===== src/rtl/instruction_loader_if.sv =====
// Byte-stream input and instruction-memory write port of the instruction loader.
interface instruction_loader_if #(
   parameter int unsigned ADDR_W = 10
);
   logic              in_valid;
   logic [7:0]        in_data;
   logic              in_ready;
   logic              wea;
   logic [ADDR_W-1:0] addra;
   logic [31:0]       dina;

   modport master (
      output in_valid, in_data,
      input  in_ready, wea, addra, dina
   );

   modport slave (
      input  in_valid, in_data,
      output in_ready, wea, addra, dina
   );
endinterface


===== src/rtl/instruction_loader.sv =====
// Loads a length-prefixed byte stream into instruction memory as big-endian 32-bit words,
// holding the CPU (busy) for the duration of the session.
module instruction_loader #(
   parameter int unsigned ADDR_W     = 10,
   parameter int unsigned START_ADDR = 0
) (
   input  logic                 clk,
   input  logic                 reset,
   input  logic                 start,
   instruction_loader_if.slave  bus,
   output logic                 busy,
   output logic                 done,
   output logic                 error
);

   localparam logic [ADDR_W-1:0] START     = ADDR_W'(START_ADDR);
   localparam logic [16:0]       MAX_WORDS = 17'(1) << ADDR_W;

   typedef enum logic [2:0] {
      IDLE, LEN_HI, LEN_LO, DATA, WRITE, DONE, ERR
   } state_t;

   state_t            state_q, state_d;
   logic [15:0]       len_q, len_d;
   logic [15:0]       word_cnt_q, word_cnt_d;
   logic [1:0]        byte_idx_q, byte_idx_d;
   logic [31:0]       part_q, part_d;
   logic [ADDR_W-1:0] addr_q, addr_d;

   logic              in_ready_q, in_ready_d;
   logic              wea_q, wea_d;
   logic [ADDR_W-1:0] addra_q, addra_d;
   logic [31:0]       dina_q, dina_d;
   logic              busy_q, busy_d;
   logic              done_q, done_d;
   logic              error_q, error_d;
   logic              xfer;

   assign xfer = bus.in_valid && in_ready_q;

   // Next-state, datapath updates and next values of the registered outputs.
   always_comb begin
      state_d    = state_q;
      len_d      = len_q;
      word_cnt_d = word_cnt_q;
      byte_idx_d = byte_idx_q;
      part_d     = part_q;
      addr_d     = addr_q;
      addra_d    = addra_q;
      dina_d     = dina_q;

      unique case (state_q)
         IDLE, DONE, ERR: begin
            if (start) begin
               state_d    = LEN_HI;
               addr_d     = START;
               word_cnt_d = '0;
               byte_idx_d = '0;
            end
         end
         LEN_HI: begin
            if (xfer) begin
               len_d   = {bus.in_data, len_q[7:0]};
               state_d = LEN_LO;
            end
         end
         LEN_LO: begin
            if (xfer) begin
               len_d = {len_q[15:8], bus.in_data};
               if (len_d == 16'd0 || {1'b0, len_d} > MAX_WORDS) begin
                  state_d = ERR;
               end else begin
                  state_d = DATA;
               end
            end
         end
         DATA: begin
            if (xfer) begin
               unique case (byte_idx_q)
                  2'd0: part_d[31:24] = bus.in_data;
                  2'd1: part_d[23:16] = bus.in_data;
                  2'd2: part_d[15:8]  = bus.in_data;
                  2'd3: part_d[7:0]   = bus.in_data;
                  default: ;
               endcase
               byte_idx_d = byte_idx_q + 2'd1;
               if (byte_idx_q == 2'd3) begin
                  state_d = WRITE;
                  addra_d = addr_q;
                  dina_d  = part_d;
               end
            end
         end
         WRITE: begin
            addr_d     = addr_q + ADDR_W'(1);
            word_cnt_d = word_cnt_q + 16'd1;
            byte_idx_d = '0;
            state_d    = (word_cnt_d == len_q) ? DONE : DATA;
         end
         default: state_d = IDLE;
      endcase

      in_ready_d = (state_d == LEN_HI) || (state_d == LEN_LO) || (state_d == DATA);
      wea_d      = (state_d == WRITE);
      busy_d     = in_ready_d || (state_d == WRITE);
      done_d     = (state_d == DONE);
      error_d    = (state_d == ERR);
   end

   // State and output registers; reset wins over start and byte transfers.
   always_ff @(posedge clk) begin
      if (reset) begin
         state_q    <= IDLE;
         len_q      <= '0;
         word_cnt_q <= '0;
         byte_idx_q <= '0;
         part_q     <= '0;
         addr_q     <= '0;
         in_ready_q <= 1'b0;
         wea_q      <= 1'b0;
         addra_q    <= '0;
         dina_q     <= '0;
         busy_q     <= 1'b0;
         done_q     <= 1'b0;
         error_q    <= 1'b0;
      end else begin
         state_q    <= state_d;
         len_q      <= len_d;
         word_cnt_q <= word_cnt_d;
         byte_idx_q <= byte_idx_d;
         part_q     <= part_d;
         addr_q     <= addr_d;
         in_ready_q <= in_ready_d;
         wea_q      <= wea_d;
         addra_q    <= addra_d;
         dina_q     <= dina_d;
         busy_q     <= busy_d;
         done_q     <= done_d;
         error_q    <= error_d;
      end
   end

   assign bus.in_ready = in_ready_q;
   assign bus.wea      = wea_q;
   assign bus.addra    = addra_q;
   assign bus.dina     = dina_q;
   assign busy         = busy_q;
   assign done         = done_q;
   assign error        = error_q;

endmodule


===== src/flat_wrapper.sv =====
// flat-port wrapper written by rule: the top's interface ports become plain ports
module instruction_loader_flat 
#(
   parameter int unsigned ADDR_W     = 10,
   parameter int unsigned START_ADDR = 0
)
  (clk, reset, start, busy, done, error, bus_in_valid, bus_in_data, bus_in_ready, bus_wea, bus_addra, bus_dina);
  instruction_loader_if #(.ADDR_W(ADDR_W)) bus_i ();
  input  logic clk;
  input  logic reset;
  input  logic start;
  output logic busy;
  output logic done;
  output logic error;
  input wire logic [$bits(bus_i.in_valid)-1:0] bus_in_valid;
  input wire logic [$bits(bus_i.in_data)-1:0] bus_in_data;
  output wire logic [$bits(bus_i.in_ready)-1:0] bus_in_ready;
  output wire logic [$bits(bus_i.wea)-1:0] bus_wea;
  output wire logic [$bits(bus_i.addra)-1:0] bus_addra;
  output wire logic [$bits(bus_i.dina)-1:0] bus_dina;
  assign bus_i.in_valid = bus_in_valid;
  assign bus_i.in_data = bus_in_data;
  assign bus_in_ready = bus_i.in_ready;
  assign bus_wea = bus_i.wea;
  assign bus_addra = bus_i.addra;
  assign bus_dina = bus_i.dina;
  instruction_loader #(.ADDR_W(ADDR_W), .START_ADDR(START_ADDR)) u_core (.clk(clk), .reset(reset), .start(start), .bus(bus_i), .busy(busy), .done(done), .error(error));
endmodule

===== config.mk =====
export PLATFORM = sky130hd
export DESIGN_NAME = instruction_loader_flat
export DESIGN_NICKNAME = d
export VERILOG_FILES = /design/src/rtl/instruction_loader_if.sv /design/src/rtl/instruction_loader.sv /design/src/flat_wrapper.sv
export SDC_FILE = /design/constraint.sdc
export NUM_CORES = 1
export LEC_CHECK = 0
export CAP_MARGIN = 25
export CORE_ASPECT_RATIO = 0.5
export CORE_MARGIN = 2
export CORE_UTILIZATION = 40
export DETAILED_ROUTE_END_ITERATION = 7
export GPL_TIMING_DRIVEN = 0
export RECOVER_POWER = 100
export SKIP_LAST_GASP = 1
export SYNTH_ARGS = -nofsm -noshare
export SYNTH_HDL_FRONTEND = slang
export SYNTH_SLANG_ARGS = --single-unit

===== constraint.sdc =====
create_clock -name clk -period 3 [get_ports clk]
set_clock_uncertainty 0.2 [all_clocks]
set_input_delay 0.45 -clock clk [delete_from_list [all_inputs] [get_ports clk]]
set_output_delay 0.45 -clock clk [all_outputs]
set_load 0.01 [all_outputs]

==> results of run 1 <==
[per-layer routing]
| metal | routed length [um] | global-route usage, % | vias up |
|---|---|---|---|
| li1 | - | - | 2615 |
| met1 | 7850 | 30.5 | 2538 |
| met2 | 7110 | 34.8 | 157 |
| met3 | 933 | 3.89 | 18 |
| met4 | 161 | 7.16 | 0 |
| met5 | 0 | 0 | - |
[metrics by stage]
step | util (%) | hold slack [ns] | power (mW) | setup slack (ns)
finish | 50.6 | 0.116 | 3.71 | 0.230
global route | 50.6 | 0.129 | 3.82 | 0.0308
CTS | 50.7 | 0.106 | 3.74 | 0.134
detailed placement | 46.5 | 0.246 | 1.78 | 0.0179
global placement | 46.5 | 0.241 | 1.78 | 0.0689
floorplan | - | 0.236 | 1.72 | 0.531
[area by class of cell]
cell class / instances / area share, %
Clock buffer: 21 / 6.68
Multi-Input combinational cell: 511 / 42.6
Timing Repair Buffer: 49 / 7.12
Buffer: 62 / 3.89
Sequential cell: 118 / 34.3
Tap cell: 192 / 3.49
Clock inverter: 8 / 1.47
Inverter: 9 / 0.490
[report_power, final]
group / switching (mW) / internal (mW) / leakage (nW)
sequential: 0.00703 / 1.58 / 0.951
clock: 0.718 / 1.25 / 0.267
combinational: 0.117 / 0.0451 / 1.22
total: 0.842 / 2.87 / 2.44
[registers in the layout (all words and copies together) (netlist names)]
register	count
u_core.state_q	3
u_core.bus.in_ready	1
u_core.byte_idx_q	2
u_core.busy	1
u_core.bus.wea	1
u_core.part_q	24
u_core.error	1
u_core.done	1
u_core.bus.dina	32
u_core.len_q	16
u_core.bus.addra	10
u_core.addr_q	10
u_core.word_cnt_q	16
[kinds of logic (layout without fill, tap and decap cells)]
group / after synthesis / count (layout)
buf+inv: 72 / 149
simple gates: 279 / 279
mux: 26 / 26
flops: 118 / 118
compound gates: 180 / 180
fa+ha+maj: 6 / 6
xor+xnor: 20 / 20
[worst max-delay path, cell delays in order (launching register included)]
cell	delay, ns
dfxtp_1	0.45
ha_2	0.29
and4_1	0.27
buf_2	0.25
nand2_1	0.15
nor4b_1	0.28
o31ai_1	0.16
nor4_4	0.38
a221oi_1	0.18
[synth_stat cells (5+ instances only)]
master / n
inv_1: 8
nor3_1: 10
nor2b_1: 6
a211oi_1: 30
ha_1: 6
xor2_1: 9
buf_2: 13
a31oi_1: 11
mux2i_1: 26
a21oi_1: 93
buf_1: 6
nand3b_1: 7
dfxtp_1: 118
nor2_1: 51
nand3_1: 47
or4_1: 5
o21ai_0: 15
clkbuf_1: 42
xnor2_1: 11
nand4_1: 6
and3_1: 9
nand2_1: 113
[worst max-delay path by stage]
stage | from | endpoint | slack (ns) | cells past startpoint
finish | u_core.word_cnt_q[0] | u_core.busy | 0.23 | 8
global route | u_core.word_cnt_q[0] | u_core.busy | 0.03 | 8
CTS | u_core.word_cnt_q[0] | u_core.busy | 0.13 | 8
detailed placement | bus_in_valid | u_core.bus.addra[2] | 0.02 | 8
global placement | bus_in_valid | u_core.bus.addra[1] | 0.07 | 8
floorplan | bus_in_data[5] | u_core.error | 0.53 | 7
==> impl_metrics.env, run 1 <==
export IMPL_ir_drop_mv=0.304
export IMPL_ff2ff_setup_slack_ns=0.23
export IMPL_synth_flop_cell="dfxtp_1"
export IMPL_clkTransAtPathRegs_ns=0.05
export IMPL_status="completed"
export IMPL_port_buffers=49
export IMPL_p_leak_nw=2.44
export IMPL_final_cell_mix="dfxtp_1 (118), nand2_1 (113), a21oi_1 (93)"
export IMPL_area_growth_pct=22.7
export IMPL_clock_latency_ns=0.42
export IMPL_postLayoutCellArea_sq_mm=0.00689
export IMPL_grt_pass1_vias=4778
export IMPL_r2r_start="u_core.word_cnt_q[0]"
export IMPL_cts_root_buf="clkbuf_16"
export IMPL_die_area_sq_mm=0.0151
export IMPL_synth_compound_area_share_pct=19.8
export IMPL_cts_tree="built"
export IMPL_die_width_um=172
export IMPL_multiInputGateArea_sq_mm=0.00293
export IMPL_final_cells=970
export IMPL_arrival_ns=2.82
export IMPL_avgViaCountPerCell=5.49
export IMPL_min_to="u_core.len_q[4]"
export IMPL_worstHoldStart="bus_in_data[4]"
export IMPL_synthXorXnorAreaFrac_pct=3.12
export IMPL_dp_cells=942
export IMPL_muxShareOfSynthArea_pct=4.64
export IMPL_start_kind="flip-flop"
export IMPL_powerDensity_mw_per_mm2=539
export IMPL_layout_drive_gt1_share_pct=6.56
export IMPL_grtUsageTotal_pct=22.0
export IMPL_synth_adder_area_share_pct=1.34
export IMPL_whs_path_depth=3
export IMPL_postCtsSetupBuffers=0
export IMPL_synthArstFlopShare_pct=0
export IMPL_worstSetupPathType="flip-flop to flip-flop"
export IMPL_drv_slew=0
export IMPL_setup_viol=0
export IMPL_worstMarginPinSlew_ns=0.924
export IMPL_critPathMaxFanout=10
export IMPL_r2r_end="u_core.busy"
export IMPL_synth_area_leaders="dfxtp_1 (42%), a21oi_1 (8.3%), nand2_1 (7.6%)"
export IMPL_cts_hold_buffers_added=0
export IMPL_core_area_sq_mm=0.0136
export IMPL_synthSimpleGateAreaFrac_pct=23.6
export IMPL_final_min_clock_period_ns=2.77
export IMPL_n_antenna_cell=0
export IMPL_grt_overflow_total=0
export IMPL_dpl_hpwl_mm=11.1
export IMPL_vias=5328
export IMPL_cts_htree_levels=4
export IMPL_rsz0062_at_grt="no"
export IMPL_clk_path_buf_depth=2
export IMPL_cts_resized=0
export IMPL_route_detailed_drc=0
export IMPL_grt_max_degree=17
export IMPL_wire_per_inst_um=16.5
export IMPL_initial_utilization_pct=41.2
export IMPL_synth_top_cell_by_area="dfxtp_1"
export IMPL_final_common_cell="dfxtp_1"
export IMPL_n_fill_cell=1323
export IMPL_synth_top_area_share_pct=42.1
export IMPL_synthesis_nets=719
export IMPL_first_iter_violations=381
export IMPL_cp_data_required_time_ns=3.05
export IMPL_relSlewSlack_pct=37.9
export IMPL_cp_end_kind="flip-flop"
export IMPL_nNetsFinal=786
export IMPL_row_count=30
export IMPL_place_area_sq_mm=0.00634
export IMPL_cts_buffers=17
export IMPL_drt_antenna_violating_nets=0
export IMPL_syn_area_sq_mm=0.00561
export IMPL_fin_crit_sh_pct=92.3
export IMPL_min_path_type="input pin to flip-flop"
export IMPL_cts_num_sinks=118
export IMPL_first_pass_iters=5
export IMPL_reg2regPathDepth=8
export IMPL_gp_congestion=0.872
export IMPL_yosysWarningCount=0
export IMPL_fp_dieH_um=87.8
export IMPL_ys_seq_area_share_pct=42.1
export IMPL_syn_area_per_cell_sq_um=8.01
export IMPL_ys_types=60
export IMPL_tns_ns=0
export IMPL_routed_wl_mm=16.1
export IMPL_finalHoldViolCount=0
export IMPL_synth_cells=701
export IMPL_drv_cap=0
export IMPL_seq_area_sq_mm=0.00236
export IMPL_fmaxAchievable_mhz=361
export IMPL_synth_edf_count=0
export IMPL_pin_count=59
export IMPL_antenna_found_initial=0
export IMPL_ys_ff_latch=118
export IMPL_grt_pass1_wl_mm=25.3
export IMPL_synth_top_family_by_area="simple AND/OR/NAND/NOR gates"
No activity file was read; power rests on OpenSTA's default activity.
==> inputs of run 2 (changes only) <==
HOLD_SLACK_MARGIN = 0.02   (was default)
REMOVE_ABC_BUFFERS = 1   (was default)
==> run 2 against run 1 <==
Wire length shrank 16%; fmax fell by 3.0%; hold slack gained 0.13 ns; design area down 1.4%; first-iteration DRC count fell by 38%; setup slack got worse by 0.084 ns; critical path depth did not move; clock power barely moved.
==> impl_metrics.env, run 2 (synthesized netlist as in run 1, its figures left out) <==
export IMPL_status="completed"
export IMPL_ff2ff_setup_slack_ns=0.27
export IMPL_fin_crit_sh_pct=95.1
export IMPL_worstHoldStart="u_core.bus.addra[1]"
export IMPL_cts_buffers=17
export IMPL_grt_pass1_wl_mm=22.4
export IMPL_drv_cap=0
export IMPL_clock_latency_ns=0.40
export IMPL_min_path_type="flip-flop to flip-flop"
export IMPL_finalHoldViolCount=0
export IMPL_final_common_cell="dfxtp_1"
export IMPL_worstSetupPathType="input pin to flip-flop"
export IMPL_final_min_clock_period_ns=2.85
export IMPL_drv_slew=0
export IMPL_final_cell_mix="dfxtp_1 (118), nand2_1 (113), a21oi_1 (93)"
export IMPL_port_buffers=58
export IMPL_powerDensity_mw_per_mm2=547
export IMPL_nNetsFinal=738
export IMPL_pin_count=59
export IMPL_min_to="u_core.bus.addra[1]"
export IMPL_relSlewSlack_pct=41.4
export IMPL_r2r_start="u_core.state_q[2]"
export IMPL_ir_drop_mv=0.326
export IMPL_arrival_ns=3.00
export IMPL_n_antenna_cell=0
export IMPL_fmaxAchievable_mhz=350
export IMPL_grt_pass1_vias=4390
export IMPL_postCtsSetupBuffers=0
export IMPL_cp_end_kind="flip-flop"
export IMPL_cp_data_required_time_ns=3.14
export IMPL_critPathMaxFanout=10
export IMPL_route_detailed_drc=0
export IMPL_wire_per_inst_um=14.6
export IMPL_vias=4929
export IMPL_gp_congestion=0.791
export IMPL_start_kind="input pin"
export IMPL_cts_hold_buffers_added=0
export IMPL_whs_path_depth=2
export IMPL_grt_overflow_total=0
export IMPL_finish_utilization_pct=49.8
export IMPL_fp_dieH_um=87.8
export IMPL_largest_reg_flops=32
export IMPL_p_leak_nw=2.40
export IMPL_die_area_sq_mm=0.0151
export IMPL_drt_antenna_violating_nets=0
export IMPL_cts_num_sinks=118
export IMPL_n_fill_cell=1309
export IMPL_die_width_um=172
export IMPL_antenna_found_initial=0
export IMPL_core_area_sq_mm=0.0136
export IMPL_first_pass_iters=5
export IMPL_reg2regPathDepth=7
export IMPL_row_count=30
export IMPL_holdWs_ns=0.248
export IMPL_first_iter_violations=238
export IMPL_place_ws_ns=-0.243
export IMPL_worstMarginPinSlew_ns=0.878
export IMPL_avgViaCountPerCell=5.33
export IMPL_grt_max_degree=84
export IMPL_routed_wl_mm=13.5
export IMPL_layout_drive_gt1_share_pct=6.14
export IMPL_grtUsageTotal_pct=18.7
export IMPL_cts_htree_levels=4
export IMPL_clk_path_buf_depth=2
export IMPL_initial_utilization_pct=41.2
export IMPL_cts_resized=0
export IMPL_dpl_hpwl_mm=8.63
export IMPL_rsz0062_at_grt="no"
export IMPL_setup_viol=0
export IMPL_clkTransAtPathRegs_ns=0.05
export IMPL_r2r_end="u_core.addr_q[9]"
export IMPL_cts_root_buf="clkbuf_16"
export IMPL_setup_ws_ns=0.146
export IMPL_cts_tree="built"
export IMPL_area_growth_pct=21.0
-- run 2: cell count changes in the layout (fill, tap and decap cells not counted), moves of 2 or more --
cell,change
clkinv_4,+2
clkbuf_1,-44
clkinv_2,+3
clkdlybuf4s50_1,+6
dlygate4sd3_1,+2
buf_2,-13
clkinvlp_4,-2
-- run 2: final cells by class --
type | count | area, sq um | share of cell area [%]
multi-input cells | 511 | 2950 | 43.4
flip-flops and latches | 118 | 2360 | 34.8
repair buffers | 63 | 632 | 9.30
clock buffers | 20 | 447 | 6.58
well taps | 192 | 240 | 3.54
clock inverters | 12 | 128 | 1.88
inverters | 9 | 33.8 | 0.497
-- run 2: critical path, stage by stage --
cell and delay, ns:
dlygate4sd3_1 0.74, or4_1 0.59, or4_1 0.48, nand4_1 0.13
nand2_1 0.08, a31oi_1 0.23, and3_1 0.18, o21a_1 0.11
-- run 2: how the worst max path moves through the flow --
stage                    startpoint                end  slack, ns  cells after the start
3_3_place_gp           bus_in_valid  u_core.part_q[31]      -2.09                      6
6_report             bus_in_data[4]        u_core.done       0.15                      8
4_1_cts        u_core.word_cnt_q[0]        u_core.busy       0.15                      8
5_1_grt           u_core.state_q[2]   u_core.addr_q[9]       0.02                      7
3_5_place_dp         bus_in_data[4]       u_core.error      -0.24                      7
2_1_floorplan     u_core.state_q[1]  u_core.part_q[10]      -0.08                      5
-- run 2: per-layer routing --
metal	track usage [%]	vias up	part of all wire (%)
li1	-	2510	-
met1	26.4	2342	51
met2	28.3	68	45
met3	4.38	9	3.0
met4	6.55	0	0.66
met5	0	-	0
-- run 2: report_power, final --
| group | switching (mW) | leakage (nW) | internal [mW] | total [mW] |
|---|---|---|---|---|
| Clock | 0.740 | 0.284 | 1.24 | 1.98 |
| Sequential | 0.0105 | 0.951 | 1.57 | 1.59 |
| Combinational | 0.100 | 1.16 | 0.0478 | 0.148 |
| Total | 0.851 | 2.40 | 2.87 | 3.72 |
-- run 2: stage by stage --
| step | setup TNS [ns] | power (mW) | std cells | area (sq um) |
|---|---|---|---|---|
| floorplan | -1.86 | 1.68 | 638 | 5340 |
| global placement | -202.92 | 1.76 | 888 | 6160 |
| CTS | 0 | 3.76 | 925 | 6820 |
| global route | 0 | 3.85 | 925 | 6790 |
| detailed placement | -1.11 | 1.77 | 893 | 6250 |
| finish | 0 | 3.72 | 925 | 6790 |
==> inputs of run 3 (changes only) <==
clock period = 2.65 ns   (was 3 ns; I/O delays follow)
==> run 3 against run 2 <==
Hold slack got worse by 0.026 ns; register-to-register slack worse by 0.17 ns; total power grew 13%; critical path depth is 2 lower; final cell count did not move; clock-buffer cell count unchanged; wire length is 0.42% lower; sequential power grew 13%; clock power is 14% higher; die area unchanged; sequential share of layout area down 0.15 points; critical endpoint is now u_core.word_cnt_q[10]; largest cell class unchanged.
==> impl_metrics.env, run 3 (synthesized netlist as in run 1, its figures left out) <==
export IMPL_grt_max_degree=84
export IMPL_antenna_found_initial=0
export IMPL_tns_ns=0
export IMPL_grt_overflow_total=0
export IMPL_nNetsFinal=738
export IMPL_r2r_start="u_core.state_q[1]"
export IMPL_met1_usage_pct=26.5
export IMPL_final_min_clock_period_ns=2.55
export IMPL_clock_latency_ns=0.40
export IMPL_cp_end_kind="flip-flop"
export IMPL_worstSetupPathType="flip-flop to flip-flop"
export IMPL_critPathMaxFanout=15
export IMPL_seq_area_sq_mm=0.00237
export IMPL_die_width_um=172
export IMPL_cp_data_required_time_ns=2.76
export IMPL_ff2ff_setup_slack_ns=0.1
export IMPL_fin_crit_sh_pct=96.4
export IMPL_relSlewSlack_pct=43.1
export IMPL_avgViaCountPerCell=5.30
export IMPL_route_detailed_drc=0
export IMPL_clkPwrFrac_pct=53.4
export IMPL_min_path_type="input pin to flip-flop"
export IMPL_clkTransAtPathRegs_ns=0.06
export IMPL_n_fill_cell=1301
export IMPL_start_kind="flip-flop"
export IMPL_final_cell_mix="nand2_1 (112), dfxtp_1 (111), a21oi_1 (93)"
export IMPL_cts_num_sinks=118
export IMPL_p_leak_nw=2.45
export IMPL_finalHoldViolCount=0
export IMPL_cts_hold_buffers_added=0
export IMPL_ir_drop_mv=0.366
export IMPL_p_int_mw=3.24
export IMPL_first_pass_iters=4
export IMPL_core_area_sq_mm=0.0136
export IMPL_multiInputGateArea_sq_mm=0.00299
export IMPL_n_antenna_cell=0
export IMPL_swShare_pct=22.9
export IMPL_arrival_ns=2.67
export IMPL_worstHoldStart="reset"
export IMPL_drv_slew=0
export IMPL_use_met3_pct=4.38
export IMPL_netSwitchingPower_uw=965
export IMPL_gr_usage_met2_pct=28.3
export IMPL_pin_count=59
export IMPL_first_iter_violations=253
export IMPL_postCtsSetupBuffers=0
export IMPL_worstMarginPinSlew_ns=0.847
export IMPL_row_count=30
export IMPL_drt_antenna_violating_nets=0
export IMPL_min_to="u_core.part_q[11]"
export IMPL_wire_per_inst_um=14.5
export IMPL_vias=4905
export IMPL_grtUsageTotal_pct=18.8
export IMPL_holdWs_ns=0.222
export IMPL_comb_power_share_pct=4.0
export IMPL_setup_viol=0
export IMPL_final_common_cell="nand2_1"
export IMPL_die_area_sq_mm=0.0151
export IMPL_grt_pass1_vias=4391
export IMPL_pwr_share_seq_pct=42.6
export IMPL_fmaxAchievable_mhz=392
export IMPL_layout_drive_gt1_share_pct=8.59
export IMPL_cts_tree="built"
export IMPL_port_buffers=58
export IMPL_powerDensity_mw_per_mm2=615
export IMPL_area_growth_pct=22.0
export IMPL_cts_root_buf="clkbuf_16"
export IMPL_fp_dieH_um=87.8
export IMPL_status="completed"
export IMPL_cts_buffers=17
export IMPL_clk_path_buf_depth=2
export IMPL_cts_htree_levels=4
export IMPL_drv_cap=0
export IMPL_r2r_end="u_core.word_cnt_q[10]"
export IMPL_routed_wl_mm=13.4
export IMPL_busiest_layer="met2"
export IMPL_gp_congestion=0.791
export IMPL_rsz0062_at_grt="yes"
export IMPL_whs_path_depth=2
export IMPL_dpl_hpwl_mm=8.63
export IMPL_initial_utilization_pct=41.2
export IMPL_reg2regPathDepth=6
export IMPL_grt_pass1_wl_mm=22.4
export IMPL_largest_reg_flops=32
-- run 3: power by group through the flow --
stage          combinational (mW)  clock (mW)  sequential, mW
2_1_floorplan              0.0705           0            1.83
3_3_place_gp                0.164           0            1.83
3_5_place_dp                0.172           0            1.83
4_1_cts                     0.171        2.29            1.79
5_1_grt                     0.186        2.38            1.80
6_report                    0.169        2.25            1.79
-- run 3: worst max path at each step --
| stage | slack [ns] | start | to |
|---|---|---|---|
| after CTS | 0.005 | u_core.word_cnt_q[0] | u_core.busy |
| after detailed placement | -0.54 | bus_in_data[4] | u_core.error |
| after global placement | -2.38 | bus_in_valid | u_core.part_q[31] |
| after global routing | -0.05 | u_core.word_cnt_q[8] | u_core.busy |
| after floorplan | -0.43 | u_core.state_q[1] | u_core.part_q[10] |
| final | 0.1 | u_core.state_q[1] | u_core.word_cnt_q[10] |
-- run 3: worst max-delay path, cell delays in order (launching register included) --
cell and delay, ns:
dfxtp_1 0.65, o21bai_1 0.19, a21oi_1 0.09, nor2_1 0.62, clkbuf_2 0.40, a21oi_1 0.07, a211oi_1 0.25
-- run 3: area by class of cell --
type | instances | share of cell area (%)
clock buffers | 20 | 6.53
clock inverters | 12 | 1.86
inverters | 9 | 0.494
multi-input cells | 511 | 43.7
flip-flops and latches | 118 | 34.6
well taps | 192 | 3.51
repair buffers | 63 | 9.25
-- run 3: what timing repair did --
item / 4_1_cts / 5_1_grt
pin swaps: 0 / 2
gates resized for setup: 7 / 18
endpoints found under the setup margin: 8 / 10
-- run 3: metrics by stage --
step           setup WS [ns]  util (%)  area, sq um  total power, mW  instances
2_1_floorplan         -0.425         -         5340             1.90        638
3_3_place_gp           -2.38      45.2         6160             2.00        888
3_5_place_dp          -0.540      45.8         6250             2.01        893
4_1_cts              0.00518      50.1         6830             4.25        925
5_1_grt              -0.0548      50.2         6850             4.36        925
6_report              0.0965      50.2         6850             4.21        925
-- run 3: routing by layer --
layer | vias to the layer above | wire length (um)
met4 | 0 | 114
met3 | 10 | 387
met2 | 56 | 6060
met5 | - | 0
met1 | 2324 | 6850
li1 | 2515 | -
